--- config.mk ---
export PLATFORM = sky130hd
export DESIGN_NAME = rot_cmd_parser
export DESIGN_NICKNAME = d
export VERILOG_FILES = /design/src/rtl/rot_cmd_parser_pkg.sv /design/src/rtl/rot_dec_accum.sv /design/src/rtl/rot_cmd_parser.sv
export SDC_FILE = /design/constraint.sdc
export NUM_CORES = 1
export LEC_CHECK = 0
export BUFFER_PORTS_ARGS = -buffer_cell sky130_fd_sc_hd__buf_2
export CORE_ASPECT_RATIO = 0.7
export CORE_MARGIN = 4
export CORE_UTILIZATION = 59
export CTS_CLUSTER_DIAMETER = 60
export DETAILED_ROUTE_END_ITERATION = 10
export PLACE_DENSITY = 0.78
export SLEW_MARGIN = 20
export SYNTH_ARGS = -nofsm -noshare
export SYNTH_HDL_FRONTEND = slang
export SYNTH_SLANG_ARGS = --single-unit
--- constraint.sdc ---
create_clock -name clk -period 3.8 [get_ports clk]
set_input_delay 0.19 -clock clk [delete_from_list [all_inputs] [get_ports clk]]
set_output_delay 0.19 -clock clk [all_outputs]
set_load 0.005 [all_outputs]
--- src/rtl/rot_cmd_parser_pkg.sv ---
// Shared types and constants for the rotation command parser: FSM states,
// ASCII codes and direction encoding.
package rot_pkg;

  typedef enum logic [1:0] {
    S_DIR  = 2'd0,
    S_NUM  = 2'd1,
    S_OUT  = 2'd2,
    S_SKIP = 2'd3
  } state_e;

  localparam logic [7:0] ASCII_L  = 8'h4C;
  localparam logic [7:0] ASCII_R  = 8'h52;
  localparam logic [7:0] ASCII_0  = 8'h30;
  localparam logic [7:0] ASCII_9  = 8'h39;
  localparam logic [7:0] ASCII_LF = 8'h0A;
  localparam logic [7:0] ASCII_CR = 8'h0D;
  localparam logic [7:0] ASCII_SP = 8'h20;

  localparam logic DIR_L = 1'b0;
  localparam logic DIR_R = 1'b1;

  function automatic logic is_digit(input logic [7:0] c);
    return (c >= ASCII_0) && (c <= ASCII_9);
  endfunction

endpackage

--- src/rtl/rot_dec_accum.sv ---
// Combinational decimal accumulate step: acc*10 + digit, saturating at all-ones.
module rot_dec_accum #(
  parameter int DIST_W = 32
) (
  input  logic [DIST_W-1:0] acc_i,
  input  logic [3:0]        digit_i,
  output logic [DIST_W-1:0] acc_o
);

  // Four guard bits hold acc*10+9 without wrapping (10*2^W + 9 < 16*2^W).
  logic [DIST_W+3:0] wide;

  always_comb begin
    wide  = ({4'b0000, acc_i} << 3) + ({4'b0000, acc_i} << 1)
          + {{DIST_W{1'b0}}, digit_i};
    acc_o = (|wide[DIST_W+3:DIST_W]) ? {DIST_W{1'b1}} : wide[DIST_W-1:0];
  end

endmodule

--- src/rtl/rot_cmd_parser.sv ---
// Parses "L<n>\n" / "R<n>\n" rotation lines from a byte stream into commands.
// Optional error counter output enabled with define ROT_PARSER_ERRCNT_EN.
module rot_cmd_parser
  import rot_pkg::*;
#(
  parameter int DIST_W     = 32,
  parameter int MAX_DIGITS = 10
) (
  input  logic              clk,
  input  logic              rst_n,
  input  logic              byte_valid,
  input  logic [7:0]        byte_data,
  output logic              byte_ready,
  output logic              cmd_valid,
  input  logic              cmd_ready,
  output logic              direction,
  output logic [DIST_W-1:0] distance,
  output logic [31:0]       line_count,
  output logic              err_pulse
`ifdef ROT_PARSER_ERRCNT_EN
  ,
  output logic [31:0]       err_count
`endif
);

  localparam int CNT_W = $clog2(MAX_DIGITS + 1);

  state_e              state_q;
  logic                dir_q;
  logic [DIST_W-1:0]   acc_q;
  logic [DIST_W-1:0]   acc_d;
  logic [CNT_W-1:0]    ndig_q;
  logic                cmd_valid_q;
  logic                err_q;
  logic [31:0]         lc_q;
  logic                byte_fire;

  assign byte_ready = (state_q != S_OUT);
  assign byte_fire  = byte_valid && byte_ready;
  assign cmd_valid  = cmd_valid_q;
  assign direction  = dir_q;
  assign distance   = acc_q;
  assign line_count = lc_q;
  assign err_pulse  = err_q;

  rot_dec_accum #(.DIST_W(DIST_W)) u_accum (
    .acc_i   (acc_q),
    .digit_i (byte_data[3:0]),
    .acc_o   (acc_d)
  );

  always_ff @(posedge clk or negedge rst_n) begin
    if (!rst_n) begin
      state_q     <= S_DIR;
      dir_q       <= DIR_L;
      acc_q       <= '0;
      ndig_q      <= '0;
      cmd_valid_q <= 1'b0;
      err_q       <= 1'b0;
      lc_q        <= '0;
    end else begin
      err_q <= 1'b0;
      case (state_q)
        S_DIR: if (byte_fire) begin
          if (byte_data == ASCII_L || byte_data == ASCII_R) begin
            dir_q   <= (byte_data == ASCII_R) ? DIR_R : DIR_L;
            acc_q   <= '0;
            ndig_q  <= '0;
            state_q <= S_NUM;
          end else if (byte_data != ASCII_LF && byte_data != ASCII_CR &&
                       byte_data != ASCII_SP) begin
            err_q   <= 1'b1;
            state_q <= S_SKIP;
          end
        end
        S_NUM: if (byte_fire) begin
          if (is_digit(byte_data)) begin
            if (ndig_q == CNT_W'(MAX_DIGITS)) begin
              err_q   <= 1'b1;
              state_q <= S_SKIP;
            end else begin
              acc_q  <= acc_d;
              ndig_q <= ndig_q + 1'b1;
            end
          end else if (byte_data == ASCII_LF) begin
            if (ndig_q != '0) begin
              cmd_valid_q <= 1'b1;
              state_q     <= S_OUT;
            end else begin
              err_q   <= 1'b1;
              state_q <= S_DIR;
            end
          end else if (byte_data != ASCII_CR) begin
            err_q   <= 1'b1;
            state_q <= S_SKIP;
          end
        end
        S_OUT: if (cmd_ready) begin
          cmd_valid_q <= 1'b0;
          lc_q        <= lc_q + 32'd1;
          state_q     <= S_DIR;
        end
        S_SKIP: if (byte_fire && byte_data == ASCII_LF) begin
          state_q <= S_DIR;
        end
        default: state_q <= S_DIR;
      endcase
    end
  end

`ifdef ROT_PARSER_ERRCNT_EN
  logic [31:0] err_cnt_q;

  always_ff @(posedge clk or negedge rst_n) begin
    if (!rst_n) begin
      err_cnt_q <= '0;
    end else if (err_q && err_cnt_q != 32'hFFFF_FFFF) begin
      err_cnt_q <= err_cnt_q + 32'd1;
    end
  end

  assign err_count = err_cnt_q;
`endif

endmodule

Word level (Yosys, flattened, before mapping)

Index checks and enable logic that the tools add are counted.

Output and inout port bits: 68
Word-level logic and storage cells: 95
Register bits: 73

Mux-type cells: 42
Order comparisons: 2
Reduce and logical (&&, ||, !) cells: 16
Equal/unequal tests: 24
Add/subtract/negate cells: 4

Operator list:

| operator                                                                          | count |
|---|---|
| 32-bit two-way mux                                                                | 6 |
| 32-bit one-hot mux with 2 select lines                                            | 1 |
| 35-bit by 33-bit adder with 36-bit output                                         | 1 |
| 36-bit by 4-bit adder with 36-bit output                                          | 1 |
| 32-bit by 1-bit adder with 32-bit output (second input constant)                  | 1 |
| 2-bit two-way mux                                                                 | 11 |
| 2-bit inequality test (second input constant)                                     | 11 |
| 4-bit two-way mux                                                                 | 5 |
| 8-bit by 7-bit == test with 1-bit output (second input constant)                  | 2 |
| 8-bit by 4-bit inequality test with 1-bit output (second input constant)          | 2 |
| 1-bit two-way mux                                                                 | 15 |
| 6-bit AND reduction                                                               | 2 |
| 8-bit by 4-bit == test with 1-bit output (second input constant)                  | 1 |
| 8-bit by 6-bit >= comparator with 1-bit output (second input constant)            | 1 |
| 8-bit by 6-bit less-or-equal comparator with 1-bit output (second input constant) | 1 |
| 8-bit by 6-bit inequality test with 1-bit output (second input constant)          | 1 |
| 2-bit one-hot mux with 4 select lines                                             | 1 |
| 4-bit one-hot mux with 2 select lines                                             | 1 |
| 7-bit AND reduction                                                               | 1 |
| 3-bit inequality test (second input constant)                                     | 2 |
| 1-bit logical AND                                                                 | 5 |
| 4-bit by 1-bit adder with 4-bit output (second input constant)                    | 1 |
| 2-bit == test (second input constant)                                             | 2 |
| 4-bit == test (second input constant)                                             | 1 |
| other kinds (10)                                                                  | 12 |

Logic depth before layout (Yosys ltp)

Word-level depth: 8
Mapped depth: 13

Hierarchy

From an unflattened synthesis, not the netlist that was laid out.

Cells, all modules: 644
Area total of the unflattened synthesis: 6047.0 sq um

Modules (own cells, without submodules):

| module         | cells an instance | sequential area each (sq um) | area an instance (sq um) | times used |
|---|---|---|---|---|
| rot_cmd_parser | 273               | 1826.8                       | 3240.6                   | 1 |
| rot_dec_accum  | 371               | 0.0                          | 2806.4                   | 1 |

Worst setup path before layout

No wires, ideal clock.

Path kind: register to register
From: register acc_q[0] (netlist: distance[0])
To: register acc_q[26] (netlist: distance[26])
Data arrival time: 3.221 ns
Path slack: 0.443 ns
Required time: 3.663 ns
Stages on the path, launching flop included: 13
Buffers on the path: 1
Library setup time: 0.137 ns
Period minus slack after synthesis: 3.357 ns
Cell sequence: dfrtp_1 -> fa_1 -> inv_1 -> fa_1 -> nand2b_1 -> a21oi_1 -> o21ai_1 -> o41ai_2 -> a31o_2 -> a41oi_2 -> a21oi_4 -> buf_6 -> a41oi_2

Word-level cells in the longest chain between the ends: 8

Ends and longest elaborated chain:

| what                                        | line                 | source |
|---|---|---|
| start, declared                             | rot_cmd_parser.sv:30 | `logic [DIST_W-1:0] acc_q;` |
| start signal, assigned                      | rot_cmd_parser.sv:56 | `acc_q <= '0;` |
| start signal, assigned                      | rot_cmd_parser.sv:67 | `acc_q <= '0;` |
| start signal, assigned                      | rot_cmd_parser.sv:82 | `acc_q <= acc_d;` |
| 35-bit by 33-bit adder with 36-bit output * | rot_dec_accum.sv:14  | `wide = ({4'b0000, acc_i} << 3) + ({4'b0000, acc_i} << 1)` |
| 36-bit by 4-bit adder with 36-bit output *  | rot_dec_accum.sv:15  | `+ {{DIST_W{1'b0}}, digit_i};` |
| 4-bit OR reduction                          | rot_dec_accum.sv:16  | `acc_o = (\|wide[DIST_W+3:DIST_W]) ? {DIST_W{1'b1}} : wide[DIST_W-1:0];` |
| 32-bit two-way mux *                        | rot_dec_accum.sv:16  |  |
| 32-bit two-way mux *                        | rot_cmd_parser.sv:78 | `if (ndig_q == CNT_W'(MAX_DIGITS)) begin` |
| 32-bit two-way mux *                        | rot_cmd_parser.sv:77 | `if (is_digit(byte_data)) begin` |
| 32-bit two-way mux *                        | rot_cmd_parser.sv:76 | `S_NUM: if (byte_fire) begin` |
| 32-bit one-hot mux with 2 select lines *    | rot_cmd_parser.sv:63 | `case (state_q)` |

Every way passes the cells marked *; elsewhere a longest branch is shown, timed or not. The select of a mux whose other input is x is not followed.
A chain may end at the register's enable or synchronous reset.

Worst setup path after layout

From: register acc_q[0] (netlist: distance[0])
To: register acc_q[22] (netlist: distance[22])

The elaborated chain is that of the path after synthesis.

==> impl_metrics.yaml <==
synthesis:
  ys_seq_area_frac: 0.3140
  synth_cell_types: 62
  avgSynthCellArea_um2: 9.046
  ys.flop_type: "dfrtp_1"
  syn_nets: 724
  synth_warnings: 0
  syn_area_um2: 5817
  postSynthCellCount: 643
  synth_seq_cells: 73
  synth_edf_count: 0
  async_reset_ff_frac: 1.000
die:
  die-area_um2: 11540
  die_w_um: 126.7
  initial_core_util: 0.6030
  io_pins: 80
  design.core.area_um2: 9647
  die_y_um: 91.08
  fp-row-count: 30
cts:
  numCtsBuffers: 9
  htreeDepth: 3
  cts_max_path_buffers: 2
  cts_tree: "done"
  cts.sinks: 73
  clockRootBuffer: "clkbuf_16"
  path_clk_slew_ps: 70
  hold_buffers: 0
  worstSkewPairLatency_ps: 340
global_route:
  grt_usage: 0.2646
  grt_pass1_vias: 5152
  antenna_found_initial: 0
  grt_max_degree: 74
  gr-total-overflow: 0
  grt_pass1_wl_mm: 25.36
worst_setup_path:
  cp_slowest_cell: "fa_1"
  critPathTopFamily: "compound AO/OA/AOI/OAI gates"
  critPathLaunchType: "register"
  crit_buf_inv: 3
  setup.worst_path.end: "distance[22]"
  reg2reg_depth: 13
  path_cells: "fa_1, inv_1, fa_1, nand2b_1, a21oi_2, o21ai_1, o41ai_2, buf_4, a31o_2, a41oi_2, a21oi_4, buf_6, a41oi_2"
  cp.depth: 13
  rr_endpoint: "distance[22]"
  required_ps: 4000
  worstPathMaxFanout: 15
  max_stage_delay_ps: 590
  reg2reg_setup_slack_ps: 160
  crit_arrival_ps: 3840
  critPathKind: "reg -> reg"
  reg2reg_from: "distance[0]"
  crit_start: "distance[0]"
  critPathCaptureType: "register"
route:
  ant_nets: 0
  drc: 0
  num_vias: 5351
  wl_mm: 15.11
  viasPerCell: 6.310
  drt_first_pass_iters: 5
  drtIter0Drc: 486
  avgRoutedWirePerCell_um: 17.82
timing:
  finalCritPeriodShare: 0.9586
  hold_viol: 9
  tns_ps: 0
  maxSlewHeadroom: 0.3639
  clock.fmax_mhz: 274.5
  period_needed_ps: 3643
  worstMarginPinSlew_ps: 954.2
  finalHoldWorstSlack_ps: -8.753
  maxSlewViolCount: 0
  setup_slack_ps: 157.3
  setup_viol: 0
  skew_ps: 11.24
finish:
  final_net_count: 796
  drive_gt1_frac: 0.1875
  n_antenna_cell: 0
  fillerInstances: 750
  areaGrowthSynthToFinish_pct: 14.02
placement:
  post-place-ws_ps: 114.8
  dp_hpwl_mm: 11.14
  port_buffers: 79
  gp_congestion: 0.9747
power_and_ir_drop:
  peakVddDrop_mv: 0.3550
  power_w: 0.002088
  p_per_area_nw_per_um2: 314.8
  p_leak_nw: 3.271
status:
  status: "finished with violations"
  violations: "hold timing"
run:
  max-cap-violations: 0
worst_hold_path:
  hold_class: "in -> async"
worst min-delay path by stage:
stage          depth (start not counted)  slack [ps]  startpoint           end
2_1_floorplan                          0        -110       rst_n     cmd_valid
3_3_place_gp                           1         380       rst_n  distance[11]
3_5_place_dp                           1         400       rst_n  distance[14]
4_1_cts                                1          40       rst_n  distance[11]
5_1_grt                                1          80       rst_n  distance[14]
6_report                               1          -9       rst_n  distance[11]
layout make-up:
type,instances,area (um2),area share
Multi-Input combinational cell,530,3802,0.5733
Sequential cell,73,1827,0.2754
Timing Repair Buffer,87,465.4,0.07018
Clock buffer,9,225.2,0.03396
Tap cell,128,160.2,0.02415
Clock inverter,7,100.1,0.01509
Inverter,14,52.55,0.007923
per-stage QoR:
| step | instances | instance area (um2) | hold slack [ps] | utilization |
|---|---|---|---|---|
| floorplan | 643 | 5817 | -105.6 | - |
| global placement | 832 | 6289 | 376.9 | 0.6519 |
| detailed placement | 832 | 6289 | 403.6 | 0.6519 |
| CTS | 848 | 6614 | 42.59 | 0.6856 |
| global route | 848 | 6633 | 84.34 | 0.6875 |
| finish | 848 | 6633 | -8.753 | 0.6875 |
Yosys cell counts, types with 3 or more instances:
library cell | n | area [um2]
nor4_1 | 3 | 18.77
nor2b_1 | 4 | 25.02
nand2b_1 | 8 | 50.05
and3_1 | 10 | 62.56
inv_1 | 14 | 52.55
o21ai_0 | 29 | 145.1
dfrtp_1 | 73 | 1827
a21oi_1 | 93 | 465.5
xor2_1 | 27 | 236.5
a21o_1 | 7 | 52.55
nor3_1 | 12 | 60.06
ha_1 | 67 | 838.3
nand4_1 | 9 | 56.30
and2_1 | 4 | 25.02
a21oi_2 | 3 | 26.28
clkbuf_1 | 14 | 52.55
nor2_1 | 40 | 150.1
xnor2_1 | 32 | 280.3
buf_6 | 5 | 56.30
o211ai_1 | 4 | 30.03
buf_4 | 3 | 22.52
a21boi_0 | 3 | 22.52
o21bai_1 | 6 | 45.04
a31oi_1 | 18 | 112.6
buf_2 | 4 | 20.02
nand3_1 | 24 | 120.1
nand2_1 | 61 | 229.0
a41oi_2 | 14 | 227.7
and4_1 | 3 | 26.28
a211oi_1 | 5 | 37.54
power breakdown:
group	internal (W)	total, W	switching (W)
Combinational	0.000112	0.000244	0.000132
Sequential	0.000823	0.000896	0.0000725
Clock	0.000582	0.000948	0.000366
cells in the final DEF (no fill, tap or decap), types with 3 or more instances in the layout:
cell | netlist | routed
nand3_1 | 24 | 24
inv_6 | 0 | 3
nor4_1 | 3 | 3
nand4_1 | 9 | 9
a21oi_1 | 93 | 92
a31oi_1 | 18 | 18
buf_2 | 4 | 78
nand2_1 | 61 | 61
and2_1 | 4 | 4
a211oi_1 | 5 | 5
o21bai_1 | 6 | 6
nor2_1 | 40 | 39
and4_1 | 3 | 3
nor2b_1 | 4 | 4
xor2_1 | 27 | 27
xnor2_1 | 32 | 32
o211ai_1 | 4 | 4
buf_4 | 3 | 7
nand2b_1 | 8 | 7
a21oi_2 | 3 | 4
a21o_1 | 7 | 7
dfrtp_1 | 73 | 73
o21ai_0 | 29 | 29
nor3_1 | 12 | 12
clkbuf_16 | 0 | 9
a21boi_0 | 3 | 3
and3_1 | 10 | 10
inv_1 | 14 | 14
a41oi_2 | 14 | 14
ha_1 | 67 | 67
timing repair:
item	4_1_cts	5_1_grt
gates resized for setup	0	4
setup endpoints to repair	0	31
setup buffers	0	0
endpoints found under the hold margin	0	0
cells by family after synthesis:
group,after synthesis,synth area share
AO/OA/AOI/OAI,211,0.2469
multiplexers,3,0.005592
buffers and inverters,40,0.03506
adder cells (fa/ha/maj),69,0.1510
AND/OR/NAND/NOR,188,0.1585
flip-flops,73,0.3140
XOR/XNOR,59,0.08884
sequential cells by signal, indices dropped and copies added, names as in the netlist:
name	flops
cmd_valid	1
direction	1
distance	32
err_pulse	1
line_count	32
ndig_q	4
state_q	2
metal layers:
metal | share of wire | up-vias | GRT usage
li1 | - | 2531 | -
met1 | 0.47 | 2577 | 0.3859
met2 | 0.45 | 210 | 0.3939
met3 | 0.062 | 33 | 0.05350
met4 | 0.019 | 0 | 0.08393
met5 | 0 | - | 0
No activity file was read; power rests on OpenSTA's default activity.
